File: src/rtl/stamofu_split_addr_pipeline.sv
// Store/AMO/fence address pipeline: operand collect (OC) then request (REQ), with word-crossing
// stores split into two REQ beats. Optional input skid register: STAMOFU_SPLIT_ADDR_PIPELINE_SKID_EN.
module stamofu_split_addr_pipeline #(
    parameter int PRF_BANK_COUNT     = 4,
    parameter int LOG_PRF_BANK_COUNT = 2,
    parameter int LOG_CQ_ENTRIES     = 4,
    parameter int VPN_WIDTH          = 20,
    parameter int PO_WIDTH           = 12
) (
    input  logic                          CLK,
    input  logic                          nRST,
    input  logic                          issue_valid,
    input  logic                          issue_is_store,
    input  logic                          issue_is_amo,
    input  logic                          issue_is_fence,
    input  logic [3:0]                    issue_op,
    input  logic [11:0]                   issue_imm12,
    input  logic                          issue_A_forward,
    input  logic                          issue_A_is_zero,
    input  logic [LOG_PRF_BANK_COUNT-1:0] issue_A_bank,
    input  logic                          issue_B_forward,
    input  logic                          issue_B_is_zero,
    input  logic [LOG_PRF_BANK_COUNT-1:0] issue_B_bank,
    input  logic [LOG_CQ_ENTRIES-1:0]     issue_cq_index,
    output logic                          issue_ready,
    input  logic                          A_reg_read_ack,
    input  logic                          A_reg_read_port,
    input  logic                          B_reg_read_ack,
    input  logic                          B_reg_read_port,
    input  logic [PRF_BANK_COUNT*2*32-1:0] reg_read_data_by_bank_by_port,
    input  logic [PRF_BANK_COUNT*32-1:0]  forward_data_by_bank,
    output logic                          REQ_valid,
    output logic                          REQ_is_mq,
    output logic                          REQ_misaligned,
    output logic                          REQ_misaligned_exception,
    output logic [VPN_WIDTH-1:0]          REQ_VPN,
    output logic [PO_WIDTH-3:0]           REQ_PO_word,
    output logic [3:0]                    REQ_byte_mask,
    output logic [31:0]                   REQ_write_data,
    output logic [LOG_CQ_ENTRIES-1:0]     REQ_cq_index,
    input  logic                          REQ_ack
);
    localparam int WADDR_W = VPN_WIDTH + PO_WIDTH - 2;

    typedef struct packed {
        logic                          is_store;
        logic                          is_amo;
        logic                          is_fence;
        logic [1:0]                    size;
        logic [11:0]                   imm;
        logic                          a_fwd;
        logic                          a_zero;
        logic [LOG_PRF_BANK_COUNT-1:0] a_bank;
        logic                          b_fwd;
        logic                          b_zero;
        logic [LOG_PRF_BANK_COUNT-1:0] b_bank;
        logic [LOG_CQ_ENTRIES-1:0]     cq;
    } op_t;

    typedef enum logic [1:0] {S_IDLE = 2'd0, S_BEAT1 = 2'd1, S_BEAT2 = 2'd2} split_state_t;

    // Returns {ready, value}; a captured operand stays ready regardless of later acks.
    function automatic logic [32:0] pick_operand(
        input logic                          zero,
        input logic                          fwd,
        input logic                          have,
        input logic                          first,
        input logic                          ack,
        input logic                          fence,
        input logic [LOG_PRF_BANK_COUNT-1:0] bank,
        input logic                          port,
        input logic [31:0]                   held,
        input logic [PRF_BANK_COUNT*32-1:0]  fwd_vec,
        input logic [PRF_BANK_COUNT*64-1:0]  rr_vec
    );
        logic        ready;
        logic [31:0] value;
        if (zero) begin
            ready = 1'b1;
            value = 32'd0;
        end else if (have) begin
            ready = 1'b1;
            value = held;
        end else if (fwd) begin
            ready = first;
            value = fwd_vec[32*bank +: 32];
        end else begin
            ready = ack;
            value = rr_vec[64*bank + 32*port +: 32];
        end
        return {ready | fence, value};
    endfunction

    op_t          in_op_s, oc_in_s, oc_op_r;
    logic         oc_valid_r, oc_first_r, a_have_r, b_have_r;
    logic [31:0]  a_val_r, b_val_r, a_value_s, b_value_s;
    logic         a_ready_s, b_ready_s;
    logic         issue_fire_s, oc_accept_s, oc_load_s, oc_fire_s;
    logic [31:0]  addr_s;
    logic [7:0]   base_s, mask8_s;
    logic [63:0]  data64_s;
    logic         mis_s, last_beat_s, req_free_s;
    logic [WADDR_W-1:0] waddr_inc_s;

    split_state_t state_r, state_n;
    logic         valid_r, valid_n, is_mq_r, is_mq_n, mis_r, mis_n, exc_r, exc_n, split_r, split_n;
    logic [VPN_WIDTH-1:0]      vpn_r, vpn_n;
    logic [PO_WIDTH-3:0]       po_r, po_n;
    logic [3:0]                mask_r, mask_n, hi_mask_r, hi_mask_n;
    logic [31:0]               data_r, data_n, hi_data_r, hi_data_n;
    logic [LOG_CQ_ENTRIES-1:0] cq_r, cq_n;

    assign in_op_s = '{is_store: issue_is_store, is_amo: issue_is_amo, is_fence: issue_is_fence,
                       size: issue_op[1:0], imm: issue_imm12,
                       a_fwd: issue_A_forward, a_zero: issue_A_is_zero, a_bank: issue_A_bank,
                       b_fwd: issue_B_forward, b_zero: issue_B_is_zero, b_bank: issue_B_bank,
                       cq: issue_cq_index};

    assign {a_ready_s, a_value_s} = pick_operand(oc_op_r.a_zero, oc_op_r.a_fwd, a_have_r, oc_first_r,
        A_reg_read_ack, oc_op_r.is_fence, oc_op_r.a_bank, A_reg_read_port, a_val_r,
        forward_data_by_bank, reg_read_data_by_bank_by_port);
    assign {b_ready_s, b_value_s} = pick_operand(oc_op_r.b_zero, oc_op_r.b_fwd, b_have_r, oc_first_r,
        B_reg_read_ack, oc_op_r.is_fence, oc_op_r.b_bank, B_reg_read_port, b_val_r,
        forward_data_by_bank, reg_read_data_by_bank_by_port);

    assign last_beat_s  = (state_r == S_BEAT2) || (state_r == S_BEAT1 && !split_r);
    assign req_free_s   = !valid_r || (REQ_ack && last_beat_s);
    assign oc_fire_s    = oc_valid_r && a_ready_s && b_ready_s && req_free_s;
    assign oc_accept_s  = !oc_valid_r || oc_fire_s;
    assign issue_fire_s = issue_valid && issue_ready;

`ifdef STAMOFU_SPLIT_ADDR_PIPELINE_SKID_EN
    op_t  skid_r;
    logic skid_valid_r;

    assign issue_ready = !skid_valid_r;
    assign oc_in_s     = skid_valid_r ? skid_r : in_op_s;
    assign oc_load_s   = oc_accept_s && (skid_valid_r || issue_fire_s);

    // Skid register: parks an accepted op only when OC cannot take it this cycle.
    always_ff @(posedge CLK) begin
        if (!nRST) begin
            skid_valid_r <= 1'b0;
            skid_r       <= '0;
        end else if (issue_fire_s && !oc_accept_s) begin
            skid_valid_r <= 1'b1;
            skid_r       <= in_op_s;
        end else if (oc_accept_s) begin
            skid_valid_r <= 1'b0;
        end else begin
            skid_valid_r <= skid_valid_r;
        end
    end
`else
    assign issue_ready = oc_accept_s;
    assign oc_in_s     = in_op_s;
    assign oc_load_s   = issue_fire_s;
`endif

    // OC stage: load a new op or capture operands as they become available.
    always_ff @(posedge CLK) begin
        if (!nRST) begin
            oc_valid_r <= 1'b0;
            oc_first_r <= 1'b0;
            oc_op_r    <= '0;
            a_have_r   <= 1'b0;
            b_have_r   <= 1'b0;
            a_val_r    <= 32'd0;
            b_val_r    <= 32'd0;
        end else if (oc_load_s) begin
            oc_valid_r <= 1'b1;
            oc_first_r <= 1'b1;
            oc_op_r    <= oc_in_s;
            a_have_r   <= 1'b0;
            b_have_r   <= 1'b0;
        end else if (oc_fire_s) begin
            oc_valid_r <= 1'b0;
            oc_first_r <= 1'b0;
        end else begin
            oc_first_r <= 1'b0;
            if (oc_valid_r && a_ready_s && !a_have_r) begin
                a_have_r <= 1'b1;
                a_val_r  <= a_value_s;
            end
            if (oc_valid_r && b_ready_s && !b_have_r) begin
                b_have_r <= 1'b1;
                b_val_r  <= b_value_s;
            end
        end
    end

    // Address, byte mask and shifted data across a two-word window.
    always_comb begin
        addr_s = a_value_s + {{20{oc_op_r.imm[11]}}, oc_op_r.imm};
        case (oc_op_r.size)
            2'b00:   base_s = 8'h01;
            2'b01:   base_s = 8'h03;
            default: base_s = 8'h0F;
        endcase
        mask8_s     = base_s << addr_s[1:0];
        data64_s    = {32'd0, b_value_s} << {addr_s[1:0], 3'b000};
        mis_s       = |mask8_s[7:4];
        waddr_inc_s = {vpn_r, po_r} + WADDR_W'(1);
    end

    // Split FSM and REQ next-state: hold by default, second beat has priority over a new op.
    always_comb begin
        state_n   = state_r;
        valid_n   = valid_r;
        is_mq_n   = is_mq_r;
        mis_n     = mis_r;
        exc_n     = exc_r;
        split_n   = split_r;
        vpn_n     = vpn_r;
        po_n      = po_r;
        mask_n    = mask_r;
        data_n    = data_r;
        cq_n      = cq_r;
        hi_mask_n = hi_mask_r;
        hi_data_n = hi_data_r;
        if (state_r == S_BEAT1 && split_r && REQ_ack) begin
            state_n = S_BEAT2;
            is_mq_n = 1'b1;
            vpn_n   = waddr_inc_s[WADDR_W-1 -: VPN_WIDTH];
            po_n    = waddr_inc_s[PO_WIDTH-3:0];
            mask_n  = hi_mask_r;
            data_n  = hi_data_r;
        end else if (oc_fire_s) begin
            state_n   = S_BEAT1;
            valid_n   = 1'b1;
            is_mq_n   = 1'b0;
            mis_n     = mis_s && !oc_op_r.is_fence;
            exc_n     = mis_s && oc_op_r.is_amo;
            split_n   = mis_s && oc_op_r.is_store;
            vpn_n     = addr_s[PO_WIDTH +: VPN_WIDTH];
            po_n      = addr_s[2 +: PO_WIDTH-2];
            mask_n    = oc_op_r.is_fence ? 4'b0000 : mask8_s[3:0];
            data_n    = oc_op_r.is_fence ? 32'd0 : data64_s[31:0];
            cq_n      = oc_op_r.cq;
            hi_mask_n = mask8_s[7:4];
            hi_data_n = data64_s[63:32];
        end else if (REQ_ack) begin
            state_n = S_IDLE;
            valid_n = 1'b0;
        end else begin
            state_n = state_r;
        end
    end

    // REQ register bank; all REQ outputs come straight from here.
    always_ff @(posedge CLK) begin
        if (!nRST) begin
            state_r   <= S_IDLE;
            valid_r   <= 1'b0;
            is_mq_r   <= 1'b0;
            mis_r     <= 1'b0;
            exc_r     <= 1'b0;
            split_r   <= 1'b0;
            vpn_r     <= '0;
            po_r      <= '0;
            mask_r    <= 4'b1111;
            data_r    <= 32'd0;
            cq_r      <= '0;
            hi_mask_r <= 4'b0000;
            hi_data_r <= 32'd0;
        end else begin
            state_r   <= state_n;
            valid_r   <= valid_n;
            is_mq_r   <= is_mq_n;
            mis_r     <= mis_n;
            exc_r     <= exc_n;
            split_r   <= split_n;
            vpn_r     <= vpn_n;
            po_r      <= po_n;
            mask_r    <= mask_n;
            data_r    <= data_n;
            cq_r      <= cq_n;
            hi_mask_r <= hi_mask_n;
            hi_data_r <= hi_data_n;
        end
    end

    assign REQ_valid                = valid_r;
    assign REQ_is_mq                = is_mq_r;
    assign REQ_misaligned           = mis_r;
    assign REQ_misaligned_exception = exc_r;
    assign REQ_VPN                  = vpn_r;
    assign REQ_PO_word              = po_r;
    assign REQ_byte_mask            = mask_r;
    assign REQ_write_data           = data_r;
    assign REQ_cq_index             = cq_r;
endmodule

File: config.mk
export PLATFORM = sky130hd
export DESIGN_NAME = stamofu_split_addr_pipeline
export DESIGN_NICKNAME = d
export VERILOG_FILES = /design/src/rtl/stamofu_split_addr_pipeline.sv
export SDC_FILE = /design/constraint.sdc
export NUM_CORES = 1
export LEC_CHECK = 0
export BUFFER_PORTS_ARGS = -buffer_cell sky130_fd_sc_hd__buf_4
export CORE_AREA = 3 3 192 194
export CTS_CLUSTER_SIZE = 20
export DETAILED_ROUTE_END_ITERATION = 7
export DIE_AREA = 0 0 195 197
export PLACE_DENSITY = 0.75
export SETUP_SLACK_MARGIN = 0.4
export SLEW_MARGIN = 40
export SYNTH_ARGS = -nofsm -noshare
export SYNTH_HDL_FRONTEND = slang
export SYNTH_SLANG_ARGS = --single-unit
export TNS_END_PERCENT = 5
File: constraint.sdc
create_clock -name CLK -period 6.6 [get_ports CLK]
set_input_delay 1.98 -clock CLK [delete_from_list [all_inputs] [get_ports CLK]]
set_output_delay 1.98 -clock CLK [all_outputs]
set_load 0.005 [all_outputs]
==> results.cfg, run 1 <==
[yosys]
seq_area_frac_synth_pct = 24.0
synth_area_um2 = 16800
yosys.area.top_type = dfxtp_1
postSynthCellCount = 1895
ys_warn_count = 0
synth-edff-count = 0
synthesis.nets = 2351
synth-main-ff-cell = dfxtp_1
synth_cell_types = 68
synth_top_area_share_pct = 24.0
syn_area_per_cell_um2 = 8.86
synthArstFlopShare_pct = 0
synthTopCellsByArea = dfxtp_1 (24%), mux4_2 (22%), mux2i_1 (7.7%)
ys_seq_elements = 201

[sta]
finalClockSkew_ps = 12.5
fmaxAchievable_ghz = 0.175
hold_viol_final = 0
worst_pin_slew_ps = 935
period_share_pct = 86.4
finalSetupViolCount = 0
drv_slew = 0
tns_ps = 0
rsz0062_at_grt = no
max_slew_margin_pct = 37.0
period_minus_slack_ps = 5700

[die]
core-area_um2 = 35400
start_util_pct = 47.4
rows = 69
die_h_um = 197
dieArea_um2 = 38400
fp.dieW_um = 195
ioPinCount = 498

[setup_path]
critPathArrivalTime_ps = 6120
cp-end-kind = flip-flop
startpoint_type = primary input
path_depth = 16
reg2reg_depth = 15
critical_path_buf_inv_count = 1
crit_slowest_cell = mux4_2
critPathRequiredTime_ps = 7020
r2r_slack_ps = 1760
worst_r2r_endpoint = REQ_VPN[17]
critical_path_class = primary input to flip-flop
cp_top_family = compound AO/OA/AOI/OAI gates
r2r-start = oc_op_r[8]
slowest_delay_ps = 510
crit_chain = buf_4 > mux4_2 > mux2i_1 > o21ai_0 > mux2i_1 > nor2_1 > ha_1 > fa_1 > a211oi_1 > o21bai_1 > a2111o_1 > a21oi_1 > o21ai_0 > xnor2_1 > a21oi_1 > and3_1
cp_max_fo = 6

[worst_hold_path]
hold_path_end = REQ_write_data[24]
holdPathStages = 2
holdCritStartpoint = REQ_write_data[24]
hp-class = flip-flop to flip-flop

[job]
max_cap_violations = 0

[place]
place_area_um2 = 20800
place_hpwl_um = 59100
gp_congestion = 1.02
port_buffers = 495
dp_cells = 2716

[clock_tree]
cts_setup_buffers = 0
clk-insertion-delay-late_ps = 530
htreeDepth = 1
clk_pin_slew_ps = 60
clock_sinks = 201
cts_tree = built
holdBufCountCts = 0
cts-root-buf = clkbuf_16
clock_path_buffers = 3
cts_resized = 0
cts_buffers = 24

[finish]
nNetsFinal = 2738
area_delta_synth_final_pct = 30.2
fillers = 3043
layout-drive-gt1-share_pct = 34.2
design_area_um2 = 21900
finalNonFillerCells = 2777

[global_route]
grt_max_degree = 80
antenna_found_initial = 23
grt_util_all_layers_pct = 37.3
grt_first_pass_wirelength_um = 110000
grt_pass1_vias = 17356
busiest_layer = met2
grt_use_met3_pct = 7.15
grt_util_met1_pct = 50.9
overflow = 0
gr-usage-met2_pct = 60.4

[route]
first_pass_iters = 5
vias = 18076
viasPerCell = 6.51
totalWireLength_um = 75700
drcViolationCount = 0
wl_per_cell_um = 27.2
ant_nets = 0
drt_iter0_drc = 1997

[pwr]
power.density_nw_per_um2 = 217
vdd_drop_max_mv = 0.223
leakage_nw = 8.64

[run_status]
status = completed
==> worst min-delay path, cell delays in order, from the launching register on <==
cell and delay [ps]:
dfxtp_1 310, nand2_1 50, nand2_1 40
==> per-stage QoR <==
step | setup WS, ps | util (%) | power [W] | hold WS, ps
5_1_grt | 438 | 61.7 | 0.00491 | 463
4_1_cts | 897 | 61.5 | 0.00470 | 443
3_3_place_gp | 460 | 58.7 | 0.00310 | 429
2_1_floorplan | 535 | - | 0.00241 | 423
3_5_place_dp | 375 | 58.8 | 0.00313 | 434
6_report | 898 | 61.7 | 0.00473 | 438
==> cells in the mapped netlist, types with 12 or more instances <==
library cell	number
a211o_1	23
a211oi_1	25
a21o_1	23
a21oi_1	170
a22o_1	35
a31oi_1	12
and3_1	20
buf_1	24
buf_2	25
clkbuf_1	122
dfxtp_1	201
ha_1	32
inv_1	15
mux2_2	13
mux2i_1	129
mux4_2	164
nand2_1	227
nand3_1	47
nor2_1	198
nor3_1	34
nor3b_1	23
o211ai_1	32
o21a_1	14
o21ai_0	92
or3_1	12
xnor2_1	13
==> layout by cell type, fill, tap and decap left out, types with 14 or more instances in the layout <==
cell type and count:
nor3b_1 23, dfxtp_1 192, clkbuf_16 25, nor3_1 33, a21oi_1 169, o211ai_1 32, o21a_1 14, nand2_1 227
ha_1 32, nand3_1 47, diode_2 16, a21o_1 23, a22o_1 35, nor2_1 197, a211o_1 23, a211oi_1 23
mux4_2 164, buf_4 527, and3_1 20, o21ai_0 90, mux2i_1 129
==> power by group <==
part | internal (W) | total, W | switching [W]
sequential | 0.00130 | 0.00140 | 0.000103
clock | 0.00101 | 0.00158 | 0.000573
combinational | 0.000778 | 0.00175 | 0.000971
==> registers in the layout, summed over array words and instances (netlist names), 2 cells and up <==
signal          count
REQ_write_data     32
b_val_r            32
REQ_byte_mask       4
oc_op_r            29
a_val_r            32
state_r             2
REQ_cq_index        4
REQ_PO_word        10
hi_data_r          24
REQ_VPN            20
hi_mask_r           3
==> worst max-delay path by stage <==
stage,start,endpoint,slack (ps)
finish,A_reg_read_port,REQ_VPN[4],900
global route,A_reg_read_port,REQ_VPN[17],440
CTS,A_reg_read_port,REQ_VPN[17],900
detailed placement,A_reg_read_port,REQ_VPN[17],370
global placement,A_reg_read_port,REQ_VPN[16],460
floorplan,A_reg_read_port,REQ_VPN[14],540
==> cell families after synthesis <==
group	Yosys count	share of synthesized area, %
multiplexers	307	30.6
XOR/XNOR	24	1.25
adder cells (fa/ha/maj)	33	2.50
flip-flops	201	24.0
buffers and inverters	190	4.55
AND/OR/NAND/NOR	604	15.8
AO/OA/AOI/OAI	536	21.3
==> layer usage <==
metal | vias to the layer above | wire, um
met5 | - | 117
met4 | 18 | 2470
met3 | 155 | 7300
met2 | 1030 | 35300
met1 | 8839 | 30500
li1 | 8034 | -
==> final cells by class <==
cell class | count | area, um2 | share of cell area (%)
antenna | 16 | 40.0 | 0.183
multi-input combinational | 1504 | 12000 | 55.1
clock buffer | 29 | 681 | 3.11
sequential | 201 | 4050 | 18.5
clock inverter | 15 | 274 | 1.25
tap | 461 | 577 | 2.64
timing repair buffer | 536 | 4140 | 18.9
inverter | 15 | 57.6 | 0.263
No activity file was read; power rests on OpenSTA's default activity.
==> inputs of run 2 (changes only) <==
==> constraint.sdc (replaced) <==
create_clock -name CLK -period 6.6 [get_ports CLK]
set_input_delay 0.66 -clock CLK [delete_from_list [all_inputs] [get_ports CLK]]
set_output_delay 0.66 -clock CLK [all_outputs]
set_load 0.005 [all_outputs]
==> run 2 against run 1 <==
  * Core utilization down 0.54 points
  * Routed wire length down 2.1%
  * Power down 3.5%
  * Worst hold slack worse by 100 ps
  * Combinational power about the same
  * Global-route usage down 0.73 points
  * First-iteration DRC count up 8.3%
  * Flip-flop and latch count unchanged
  * Critical path depth down 1
  * Clock skew up 1.9 ps
  * Die area unchanged
  * Register-to-register slack worse by 80 ps
==> results.cfg, run 2 (synthesized netlist as in run 1, its figures left out) <==
[run_status]
status = completed

[clock_tree]
clock_sinks = 201
cts_tree = built
clk_pin_slew_ps = 70
cts_buffers = 24
holdBufCountCts = 0
clock_path_buffers = 3
htreeDepth = 1
clk-insertion-delay-late_ps = 530
cts-root-buf = clkbuf_16
cts_setup_buffers = 0
cts_resized = 0

[place]
place_hpwl_um = 57900
port_buffers = 495
gp_congestion = 1.01
dp_cells = 2706

[job]
max_cap_violations = 0

[setup_path]
critical_path_buf_inv_count = 1
cp_top_family = compound AO/OA/AOI/OAI gates
cp_max_fo = 47
critical_path_class = flip-flop to flip-flop
critPathArrivalTime_ps = 5290
crit_start = oc_op_r[8]
slowest_delay_ps = 750
cp-end-kind = flip-flop
crit_top_cell = o21ai_0
r2r-start = oc_op_r[8]
startpoint_type = flip-flop
crit_chain = buf_12 > mux4_2 > nand2_1 > o21ai_0 > mux2i_1 > nor2_1 > ha_1 > a211oi_1 > o21bai_1 > a2111o_1 > a41oi_1 > o21ai_0 > o21ai_1 > xor2_1 > o32ai_1
critPathRequiredTime_ps = 6970
crit_slowest_cell = dfxtp_4

[route]
ant_nets = 0
totalWireLength_um = 74100
drt_iter0_drc = 2162
first_pass_iters = 5
wl_per_cell_um = 26.8
drcViolationCount = 0
vias = 18131
viasPerCell = 6.55

[sta]
hold_viol_final = 0
tns_ps = 0
finalSetupViolCount = 0
fmaxAchievable_ghz = 0.203
drv_slew = 0
period_share_pct = 74.6
max_slew_margin_pct = 36.7
holdWs_ps = 337
period_minus_slack_ps = 4920
finalClockSkew_ps = 14.5
rsz0062_at_grt = no
worst_pin_slew_ps = 940

[pwr]
power.density_nw_per_um2 = 211
vdd_drop_max_mv = 0.206
leakage_nw = 8.54

[die]
dieArea_um2 = 38400
fp.dieW_um = 195
core-area_um2 = 35400
rows = 69
ioPinCount = 498
die_h_um = 197
start_util_pct = 47.4

[global_route]
grt_max_degree = 67
grt_first_pass_wirelength_um = 108000
antenna_found_initial = 23
grt_util_all_layers_pct = 36.6
overflow = 0
grt_pass1_vias = 17107

[worst_hold_path]
hp-class = primary input to flip-flop
holdCritStartpoint = issue_imm12[6]

[finish]
fillers = 3033
layout-drive-gt1-share_pct = 34.0
nNetsFinal = 2729
area_delta_synth_final_pct = 29.1
fin_util_pct = 61.2
final_common_cell = buf_4
finalNonFillerCells = 2769
layout_common_cells = buf_4 (521), nand2_1 (227), nor2_1 (195), dfxtp_1 (192), a21oi_1 (169)
==> run 2: path summary, 6_finish.rpt <==
check	endpoint	slack, ps	cells past startpoint
setup / recovery	REQ_VPN[16]	1680	15
setup reg to reg	REQ_VPN[16]	1680	15
hold / removal	oc_op_r[18]	340	2
hold reg to reg	REQ_write_data[31]	440	2
==> run 2: routing by layer <==
layer | wire [um] | vias to the layer above | track usage, %
met2 | 33600 | 1069 | 57.5
met5 | 89 | - | 0
li1 | - | 8020 | -
met4 | 3580 | 12 | 14.6
met1 | 29200 | 8844 | 49.4
met3 | 7630 | 186 | 8.34
==> run 2: cell type report <==
cell class / count / area, um2 / share of cell area (%)
Inverter: 15 / 57.6 / 0.266
Clock inverter: 10 / 139 / 0.641
Multi-Input combinational cell: 1504 / 12000 / 55.6
Clock buffer: 34 / 731 / 3.37
Tap cell: 461 / 577 / 2.66
Antenna cell: 17 / 42.5 / 0.196
Sequential cell: 201 / 4050 / 18.7
Timing Repair Buffer: 527 / 4030 / 18.6
==> run 2: per-stage QoR <==
stage | setup slack (ps) | area, um2 | total power [W]
global placement | 1300 | 20600 | 0.00306
finish | 1680 | 21700 | 0.00457
floorplan | 1860 | 16800 | 0.00241
detailed placement | 1270 | 20700 | 0.00309
global route | 1320 | 21700 | 0.00475
CTS | 1760 | 21600 | 0.00454
==> run 2: where the power goes <==
group / internal [W] / leakage (nW) / switching (W)
clock network: 0.000892 / 0.424 / 0.000565
registers: 0.00130 / 1.64 / 0.0000998
logic: 0.000766 / 6.47 / 0.000950
total: 0.00296 / 8.54 / 0.00161
==> inputs of run 3 (changes only) <==
==> constraint.sdc (replaced) <==
create_clock -name CLK -period 5 [get_ports CLK]
set_input_delay 0.5 -clock CLK [delete_from_list [all_inputs] [get_ports CLK]]
set_output_delay 0.5 -clock CLK [all_outputs]
set_load 0.005 [all_outputs]
==> run 3 against run 2 <==
  * Sequential power increased by 31%
  * Power rose by 32%
  * Register-to-register slack worse by 1300 ps
  * Count of clock-buffer cells in the layout stayed put
  * Clock power grew 27%
  * First-iteration DRC count decreased by 7.8%
  * Clock skew rose by 15 ps
  * Highest routed layer unchanged
  * Non-clock buffer count up 32
==> results.cfg, run 3 (synthesized netlist as in run 1, its figures left out) <==
[run_status]
status = completed

[finish]
final_common_cell = buf_4
fillers = 3052
nNetsFinal = 2762
design_area_um2 = 21900
layout_common_cells = buf_4 (552), nand2_1 (227), nor2_1 (197), dfxtp_1 (193), a21oi_1 (169)
area_delta_synth_final_pct = 30.3
layout-drive-gt1-share_pct = 34.7

[clock_tree]
clk-insertion-delay-late_ps = 540
cts-root-buf = clkbuf_16
clk_pin_slew_ps = 60
cts_tree = built
holdBufCountCts = 0
cts_buffers = 25
clock_path_buffers = 3
clock_sinks = 201
htreeDepth = 1

[die]
rows = 69
core-area_um2 = 35400
start_util_pct = 47.4
ioPinCount = 498
die_h_um = 197
dieArea_um2 = 38400
fp.dieW_um = 195

[place]
port_buffers = 495
gp_congestion = 0.988
place_hpwl_um = 59900
place_area_um2 = 20900

[sta]
max_slew_margin_pct = 37.7
finalClockSkew_ps = 29.7
drv_slew = 0
worst_pin_slew_ps = 925
rsz0062_at_grt = yes
hold_viol_final = 0
finalSetupViolCount = 0
period_share_pct = 91.5
tns_ps = 0
fmaxAchievable_ghz = 0.219
period_minus_slack_ps = 4580

[global_route]
grt_max_degree = 79
grt_util_all_layers_pct = 37.4
overflow = 0
antenna_found_initial = 23
grt_pass1_vias = 17159
grt_first_pass_wirelength_um = 110000

[pwr]
leakage_nw = 8.69
vdd_drop_max_mv = 0.326
power.density_nw_per_um2 = 276

[setup_path]
cp_max_fo = 13
critical_path_class = flip-flop to flip-flop
cp-end-kind = flip-flop
startpoint_type = flip-flop
critPathRequiredTime_ps = 5410
reg2reg_depth = 17
critPathArrivalTime_ps = 4990

[route]
wl_per_cell_um = 27.1
drcViolationCount = 0
viasPerCell = 6.50
ant_nets = 0
first_pass_iters = 7
drt_iter0_drc = 1994
totalWireLength_um = 75800
vias = 18208

[worst_hold_path]
hp-class = primary input to flip-flop
holdPathStages = 2

[job]
max_cap_violations = 0
-- run 3: final cells by class --
type	count	area [um2]	share of cell area, %
Timing Repair Buffer	559	4270	19.5
Inverter	15	57.6	0.263
Clock inverter	9	126	0.578
Multi-Input combinational cell	1504	12000	55.1
Clock buffer	34	709	3.24
Tap cell	461	577	2.64
Antenna cell	18	45.0	0.206
Sequential cell	201	4040	18.5
-- run 3: timing repair --
item	in CTS	in global routing
gates resized for setup	0	5
buffers inserted	0	9
endpoints found under the setup margin	0	13
-- run 3: worst paths after layout --
check | to | start | slack [ps]
min reg2reg | REQ_write_data[24] | REQ_write_data[24] | 450
min | oc_op_r[7] | issue_B_forward | 180
max | REQ_VPN[16] | oc_op_r[8] | 420
max reg2reg | REQ_VPN[16] | oc_op_r[8] | 420
-- run 3: report_power, final --
| group | internal [W] | switching (W) |
|---|---|---|
| clock network | 0.00114 | 0.000719 |
| registers | 0.00171 | 0.000121 |
| logic | 0.00104 | 0.00130 |
| total | 0.00390 | 0.00214 |
-- run 3: routing by layer --
metal	part of all wire, %	GRT usage (%)
met4	3.7	12.7
met2	46	58.8
met3	9.7	7.20
met1	41	52.0
met5	0.12	0
-- run 3: critical path: stages, from the launching register on --
cell	delay (ps)
dfxtp_4	420
buf_12	170
buf_4	130
mux4_2	280
mux2i_1	220
o21ai_0	180
mux2i_1	190
nor2_1	120
ha_1	240
fa_1	430
a211oi_1	240
o21bai_1	160
a2111o_1	510
a41oi_1	230
o21ai_0	160
o21ai_1	370
xor2_1	140
o32ai_1	260
-- run 3: metrics by stage --
step	power (W)	util, %	setup slack [ps]	std cells	hold WS [ps]
finish	0.00604	61.8	424	2801	179
global route	0.00626	61.7	297	2796	180
CTS	0.00598	61.3	463	2773	170
detailed placement	0.00414	58.9	286	2730	443
global placement	0.00410	58.9	302	2730	430
floorplan	0.00318	-	415	1895	423
